===== src/rtl/fetch_pkg.sv =====
// Shared types for the instruction fetch stage: FSM states, queue entry layout, PC step.
package fetch_pkg;

  localparam int FETCH_ADDR_W  = 64;
  localparam int FETCH_INSTR_W = 32;
  localparam int PC_STEP       = 4;

  typedef enum logic [1:0] {
    FETCH_IDLE    = 2'd0,
    FETCH_REQ     = 2'd1,
    FETCH_RELEASE = 2'd2
  } fetch_state_t;

  typedef struct packed {
    logic [FETCH_ADDR_W-1:0]  pc;
    logic [FETCH_INSTR_W-1:0] instr;
  } fetch_entry_t;

endpackage


===== src/rtl/fetch_queue.sv =====
// Synchronous FIFO of fetch entries with push/pop/flush; flush overrides everything.
module fetch_queue
  import fetch_pkg::*;
#(
  parameter int DEPTH = 4
) (
  input  logic                   clock,
  input  logic                   reset,
  input  logic                   flush,
  input  logic                   push,
  input  fetch_entry_t           push_entry,
  input  logic                   pop,
  output fetch_entry_t           head,
  output logic [$clog2(DEPTH):0] count
);

  localparam int PW = $clog2(DEPTH);

  fetch_entry_t   mem [DEPTH];
  logic [PW-1:0]  wr_ptr;
  logic [PW-1:0]  rd_ptr;
  logic           do_push;
  logic           do_pop;

  assign do_push = push && !flush && reset;
  assign do_pop  = pop && (count != '0) && !flush;
  assign head    = mem[rd_ptr];

  always_ff @(posedge clock) begin
    if (do_push) mem[wr_ptr] <= push_entry;
  end

  // Pointers are exactly PW bits wide so they wrap naturally at DEPTH.
  always_ff @(posedge clock) begin
    if (!reset || flush) begin
      wr_ptr <= '0;
      rd_ptr <= '0;
      count  <= '0;
    end else begin
      if (do_push) wr_ptr <= wr_ptr + 1'b1;
      if (do_pop)  rd_ptr <= rd_ptr + 1'b1;
      case ({do_push, do_pop})
        2'b10:   count <= count + 1'b1;
        2'b01:   count <= count - 1'b1;
        default: count <= count;
      endcase
    end
  end

endmodule


===== src/rtl/fetch_unit.sv =====
// Instruction fetch stage: PC, one-at-a-time level-handshake cache requests, fetch queue.
// Optional statistics counters are built when FETCH_STATS_EN is defined.
module fetch_unit
  import fetch_pkg::*;
#(
  parameter int ADDR_WIDTH  = FETCH_ADDR_W,
  parameter int INSTR_WIDTH = FETCH_INSTR_W,
  parameter int QUEUE_DEPTH = 4
) (
  input  logic                   clock,
  input  logic                   reset,
  input  logic [ADDR_WIDTH-1:0]  entry_pc,
  output logic                   read_enable,
  output logic [ADDR_WIDTH-1:0]  address,
  input  logic [INSTR_WIDTH-1:0] data_out,
  input  logic                   send_enable,
  input  logic                   redirect_valid,
  input  logic [ADDR_WIDTH-1:0]  redirect_pc,
  output logic                   out_valid,
  input  logic                   out_ready,
  output logic [ADDR_WIDTH-1:0]  out_pc,
  output logic [INSTR_WIDTH-1:0] out_instr,
  output logic                   fetch_busy,
`ifdef FETCH_STATS_EN
  output logic [31:0]            stat_fetched,
  output logic [31:0]            stat_dropped,
  output logic [31:0]            stat_stall,
`endif
  output fetch_state_t           debug_state
);

  localparam int CW = $clog2(QUEUE_DEPTH) + 1;

  fetch_state_t           state;
  fetch_state_t           next_state;
  logic [ADDR_WIDTH-1:0]  pc;
  logic [ADDR_WIDTH-1:0]  next_pc;
  logic [ADDR_WIDTH-1:0]  next_address;
  logic                   drop;
  logic                   next_drop;
  logic                   accept;
  logic                   push;
  logic                   discard;
  logic                   pop;
  logic                   queue_room;
  logic [CW-1:0]          count;
  fetch_entry_t           head;
  fetch_entry_t           push_entry;
  logic                   unused_low_bits;

  assign unused_low_bits = ^{entry_pc[1:0], redirect_pc[1:0]};

  // Cache side: read_enable/send_enable are levels; a request stays up until
  // send_enable rises, and the next one waits until send_enable falls.
  // Decode side: an entry transfers on any edge where out_valid && out_ready.
  assign read_enable = (state == FETCH_REQ);
  assign fetch_busy  = (state != FETCH_IDLE);
  assign debug_state = state;

  assign queue_room = (count < CW'(QUEUE_DEPTH));
  assign accept     = (state == FETCH_REQ) && send_enable;
  assign push       = accept && !drop && !redirect_valid;
  assign discard    = accept && (drop || redirect_valid);
  assign pop        = out_valid && out_ready;

  assign push_entry = '{pc: address, instr: data_out};

  assign out_valid = (count != '0) && !redirect_valid;
  assign out_pc    = (count != '0) ? head.pc : '0;
  assign out_instr = (count != '0) ? head.instr : '0;

  always_comb begin
    next_state   = state;
    next_pc      = pc;
    next_address = address;
    next_drop    = drop;
    case (state)
      FETCH_IDLE: begin
        if (queue_room && !redirect_valid) begin
          next_state   = FETCH_REQ;
          next_address = pc;
        end
      end
      FETCH_REQ: begin
        if (send_enable) begin
          next_state = FETCH_RELEASE;
          next_drop  = 1'b0;
          if (push) next_pc = pc + ADDR_WIDTH'(PC_STEP);
        end else if (redirect_valid) begin
          next_drop = 1'b1;
        end
      end
      FETCH_RELEASE: begin
        if (!send_enable) next_state = FETCH_IDLE;
      end
      default: next_state = FETCH_IDLE;
    endcase
    if (redirect_valid) next_pc = {redirect_pc[ADDR_WIDTH-1:2], 2'b00};
  end

  always_ff @(posedge clock) begin
    if (!reset) begin
      state   <= FETCH_IDLE;
      pc      <= {entry_pc[ADDR_WIDTH-1:2], 2'b00};
      address <= {entry_pc[ADDR_WIDTH-1:2], 2'b00};
      drop    <= 1'b0;
    end else begin
      state   <= next_state;
      pc      <= next_pc;
      address <= next_address;
      drop    <= next_drop;
    end
  end

  fetch_queue #(
    .DEPTH (QUEUE_DEPTH)
  ) u_queue (
    .clock      (clock),
    .reset      (reset),
    .flush      (redirect_valid),
    .push       (push),
    .push_entry (push_entry),
    .pop        (pop),
    .head       (head),
    .count      (count)
  );

`ifdef FETCH_STATS_EN
  always_ff @(posedge clock) begin
    if (!reset) begin
      stat_fetched <= '0;
      stat_dropped <= '0;
      stat_stall   <= '0;
    end else begin
      if (push && (stat_fetched != 32'hFFFF_FFFF)) stat_fetched <= stat_fetched + 32'd1;
      if (discard && (stat_dropped != 32'hFFFF_FFFF)) stat_dropped <= stat_dropped + 32'd1;
      if ((state == FETCH_IDLE) && !queue_room && (stat_stall != 32'hFFFF_FFFF))
        stat_stall <= stat_stall + 32'd1;
    end
  end
`endif

endmodule


===== config.mk =====
export PLATFORM = sky130hd
export DESIGN_NAME = fetch_unit
export DESIGN_NICKNAME = d
export VERILOG_FILES = /design/src/rtl/fetch_pkg.sv /design/src/rtl/fetch_queue.sv /design/src/rtl/fetch_unit.sv
export SDC_FILE = /design/constraint.sdc
export NUM_CORES = 1
export LEC_CHECK = 0
export CORE_ASPECT_RATIO = 1.25
export CORE_UTILIZATION = 35
export CTS_CLUSTER_SIZE = 12
export DETAILED_ROUTE_END_ITERATION = 7
export GPL_ROUTABILITY_DRIVEN = 1
export PLACE_DENSITY_LB_ADDON = 0.2
export SYNTH_ARGS = -nofsm -noshare
export SYNTH_HDL_FRONTEND = slang
export SYNTH_HIERARCHICAL = 1
export SYNTH_SLANG_ARGS = --single-unit

===== constraint.sdc =====
create_clock -name clock -period 14.95 [get_ports clock]
set_input_delay 1.495 -clock clock [delete_from_list [all_inputs] [get_ports clock]]
set_output_delay 1.495 -clock clock [all_outputs]
set_load 0.1 [all_outputs]

After elaboration in Yosys (flattened, before gate mapping) --
Memories as Yosys holds them, arrays and structs flattened. A register that Yosys moved wholly into a read port is not among the register bits. Cells that the tools add are included.
Word-level totals: register bits after elaboration 138, bits in writable memories 384, output and inout bits 165, word-level logic and storage cells 76, memories 1
Memory list:
- u_queue.mem | depth 4, width 96, rd ports 1, clocked after memory_dff 1, wr ports 1, RTL line fetch_queue.sv:19 | fetch_entry_t mem [DEPTH];
Cells by class: add/subtract/negate cells 5, $lt $le $gt $ge 1, equality and inequality tests 12, multiplexer cells 21, bitwise operators 1, reductions and logical operators 26
Operator list (number):
- $mux 64 | 9
- $add 64x3->64 const B | 1
- $mux 32 | 1
- $logic_and 1x1->1 | 10
- $mux 2 | 5
- $ne 3x1->1 const B | 3
- $reduce_and 3->1 | 3
- $ne 2x1->1 const B | 3
- $pmux 2 s3 | 1
- $pmux 3 s2 | 1
- $reduce_and 2->1 | 3
- $reduce_bool 2->1 | 3
- $add 2x1->2 const B | 2
- $eq 2x1->1 const B | 2
- $eq 2x2->1 const B | 2
- $mux 1 | 4
- $ne 2x2->1 const B | 2
- $add 3x1->3 const B | 1
- $logic_not 1->1 | 3
- $lt 3x3->1 const B | 1
- $reduce_bool 3->1 | 1
- $sub 3x1->3 const B | 1
- $logic_not 2->1 | 1
- $reduce_or 2->1 | 1
- 2 further kinds | 2

Longest topological paths before layout --
depth in word-level cells 9, gate-level depth with buffers 11

Hierarchy --
Netlist, hierarchy kept.
By module, submodules not included:
- fetch_queue | times used 1, cells each 547, area each 14300.0 um2, seq. area each 11711.2 um2
- fetch_unit | times used 1, cells each 793, area each 7702.4 um2, seq. area each 3783.6 um2

Worst setup path before layout --
Ideal clock, no wire load.
path type register to register, start point reg state[0] (netlist: debug_state[0]), end point reg pc[10], enable pin, arrival 7.193 ns, data required time 14.382 ns, setup slack 7.189 ns, stages on the path, launching flop included 4, path buffers 0, cells stage by stage dfxtp_1 > nor2b_1 > nand2_1 > o21ai_0
On the way: longest elaborated chain between the ends 6, elaborated cells between the ends (all ways) 7, classes of those cells eq/ne: 3; reduce/logical: 4
Ends and longest elaborated chain:
- start, declared | RTL line fetch_unit.sv:34 | fetch_state_t state;
- start signal, assigned | RTL line fetch_unit.sv:108 | state <= next_state;
- $eq 2x1->1 *
- net read_enable | RTL line fetch_unit.sv:13 | output logic read_enable,
- $logic_and 1x1->1 | RTL line fetch_unit.sv:61 | assign accept = (state == FETCH_REQ) && send_enable;
- $logic_and 1x1->1 (2 in series) | RTL line fetch_unit.sv:62 | assign push = accept && !drop && !redirect_valid;
- $ne 3x1->1 (no line)
- $reduce_and 3->1 (no line) *
- end signal, assigned | RTL line fetch_unit.sv:104 | pc <= {entry_pc[ADDR_WIDTH-1:2], 2'b00};
- end signal, assigned | RTL line fetch_unit.sv:109 | pc <= next_pc;
- end, declared | RTL line fetch_unit.sv:36 | logic [ADDR_WIDTH-1:0] pc;
The timed path passes the listed nets; every way through them passes the cells marked *. A chain may end at the register's enable or synchronous reset.

==> results by group <==
Routing
  – Antenna-violating nets left: 0
  – Total wire length: 59.0 mm
  – # DRC: 0
  – WL/cell: 23.2 um
  – First drt pass iteration count: 5
  – First DRT Iteration DRCs: 712
  – Routed vias/inst: 5.03
  – Via count: 12,786

Clocking
  – Clock transition at the registers of the reported paths: 0.06 ns
  – Clock Latency Late Sink: 0.60 ns
  – CTS Sinks: 520
  – Post-CTS Setup Bufs: 0
  – CTS Buf Count: 54
  – Hold Buf Count CTS: 0
  – CTS root buf: clkbuf_16
  – CTS H-tree depth: 2
  – TritonCTS clock tree: done
  – Post-CTS Resized: 0
  – Clock buffer depth: 3

Floorplanning
  – Ports: 330
  – Die area: 0.0639 mm^2
  – Row count: 102
  – Initial Util: 35.5%
  – Core Area: 0.0620 mm^2
  – Die Y: 282 um
  – Die width: 226 um

Setup path
  – Reg2Reg Launch Point: debug_state[0]$_SDFFE_PN0P_
  – CP endpoint kind: output pin
  – Critical path peak fanout: 59
  – Reg-to-reg slack, setup: 11.14 ns
  – CP Class: reg2out
  – Register-to-Register Path Depth: 5
  – Type of origin of the critical path: flip-flop
  – RR Endpoint: u_queue/mem[2][41]$_DFFE_PP_
  – CP required: 13.46 ns
  – CP arrival: 4.16 ns

Finish
  – Fill cells: 5,565
  – Register area: 0.0155 mm^2
  – Share of cells above drive strength 1: 13.0%
  – Layout net count: 1,846
  – Area of the multi-input gates: 0.00618 mm^2
  – Area Growth Syn to Fin: 25.9%

Global route
  – Number of global-route vias before repair: 13,535
  – Initial antenna violation count: 6
  – Total GRT Usage: 18.5%
  – Total gr overflow: 0
  – Pin count of the biggest net entering global routing: 148
  – Global-route wire length before repair: 86.1 mm

Power
  – Clock Power Share: 37.2%
  – Total power: 3290 uW
  – Internal power: 2460 uW
  – Reg power frac: 52.2%
  – Comb pwr share: 10.6%
  – PwrDens: 119 mW/mm^2
  – Peak VDD IR: 75.8 uV
  – LEAKAGE: 0.00894 uW
  – Switching part of the total: 25.4%
  – NetSw: 838 uW

Logic synthesis
  – FF+latch count, synth: 520
  – Top cells by area, synth: edfxtp_1, mux4_2, nor2b_1
  – Sequential area share after synthesis: 70.4%
  – EDFF count, synth: 508
  – Cell taking the most area after synthesis: edfxtp_1
  – Post-Syn Area per Cell: 16.4 um^2
  – Synth Flop Type: edfxtp_1
  – Mapped cell area: 0.0220 mm^2
  – Synth top area share: 69.3%
  – Yosys warns: 6
  – Post-Synthesis Cells: 1,340
  – Distinct cell type count after synthesis: 57
  – Count leader, synth: edfxtp_1
  – Asr flop ratio synth: 0%
  – Synth cell count leaders: edfxtp_1, nor2b_1, mux4_2, nand2_1, o21ai_0

STA
  – WHS: 0.524 ns
  – Crit share post-route: 37.8%
  – RSZ-0062 raised after global routing: false
  – Fin. max-slew vios: 0
  – Min Tclk post-route: 5.65 ns
  – Slew @ Worst Pin: 1.12 ns
  – Final Hold Viols: 0
  – Post-route setup TNS: 0 ns
  – Fmax: 0.177 GHz
  – Max-slew headroom: 24.6%
  – Clock skew: 0.0149 ns
  – Final Setup Violations: 0

Run status
  – Status: finished, final reports clean

Placement
  – Gpl congestion: 0.772
  – PortBufs: 323
  – HPWL after detailed placement: 37.2 mm

Min path
  – Hold WC Path Type: reg2reg
  – Launch point of the worst hold path: debug_state[1]$_SDFFE_PN0P_
  – Hold path endpoint: debug_state[0]$_SDFFE_PN0P_
  – Hold depth: 1

Job
  – Max_cap viols: 0
==> cell families (layout without fill, tap and decap cells) <==
group           after synthesis  after routing  share of synthesized area, %
simple gates                410            410                          10.2
xor+xnor                     58             58                          2.31
flops                       520            520                          70.4
fa+ha+maj                     7              7                         0.432
compound gates              152            152                          4.13
buf+inv                      81            437                          1.93
mux                         111            111                          10.6
other cells                   1             13                        0.0170
==> cell type report <==
| class | count | share of cell area [%] |
|---|---|---|
| flip-flops and latches | 520 | 56.0 |
| diodes | 3 | 0.0271 |
| clock buffers | 65 | 5.10 |
| multi-input cells | 748 | 22.3 |
| well taps | 832 | 3.76 |
| inverters | 9 | 0.122 |
| clock inverters | 22 | 0.547 |
| repair buffers | 341 | 12.2 |
==> power groups by stage <==
stage	clock [uW]	sequential, uW	combinational (uW)
2_1_floorplan	0	1880	88.8
3_5_place_dp	0	1750	353
3_3_place_gp	0	1750	353
5_1_grt	1320	1730	368
6_report	1230	1720	349
4_1_cts	1270	1720	354
==> sequential cells by signal, indices dropped and copies added (netlist names), named ones only <==
signal,count
u_queue/count,3
address,62
u_queue/wr_ptr,2
debug_state,2
u_queue/rd_ptr,2
drop,1
pc,62
u_queue/mem,384
==> worst max-delay path by stage <==
stage                                      from                      endpoint  slack (ns)
CTS                                   flip-flop                     out_pc[3]        9.13
global route                          flip-flop                     out_pc[3]        9.11
detailed placement                  send_enable  u_queue/mem[1][11]$_DFFE_PP_        9.68
finish                                flip-flop                     out_pc[3]        9.30
global placement                    send_enable  u_queue/mem[2][26]$_DFFE_PP_        9.71
floorplan           debug_state[0]$_SDFFE_PN0P_              pc[10]$_DFFE_PP_        7.19
==> critical path, stage by stage, from the launching register on <==
cell and delay [ns]:
dfxtp_4 0.79, buf_4 0.83, mux4_2 0.36, nor2b_1 0.26
clkdlybuf4s50_1 1.20
==> cells in the final DEF (no fill, tap or decap), drive strengths merged, types with 6 or more instances in the layout <==
master           n
a21oi           36
a21o            32
clkdlybuf4s50  320
o21ai           64
nor3            16
and2             6
mux2            11
o211ai           6
conb            10
nand4           18
and3            14
clkinv          19
mux4            96
nand2b          28
nor2            39
buf             21
inv             10
xor2            34
nand2           94
dfxtp           12
clkbuf          65
nor4            11
xnor2           24
nor2b          130
nand3           34
ha               6
edfxtp         508
==> per-layer routing <==
| metal | track usage [%] | wire length [um] |
|---|---|---|
| met1 | 23.3 | 24300 |
| met2 | 32.6 | 30300 |
| met3 | 3.25 | 3050 |
| met4 | 5.42 | 1390 |
| met5 | 0 | 28 |
==> stage by stage <==
step | setup WS (ns) | util (%) | cell area [um^2] | std cells
after floorplan | 7.19 | - | 22000 | 1349
after global placement | 9.71 | 42.1 | 26100 | 2450
after detailed placement | 9.68 | 42.1 | 26100 | 2450
after CTS | 9.13 | 44.7 | 27700 | 2537
after global routing | 9.11 | 44.7 | 27700 | 2540
final | 9.30 | 44.7 | 27700 | 2540
No activity file was read; power rests on OpenSTA's default activity.
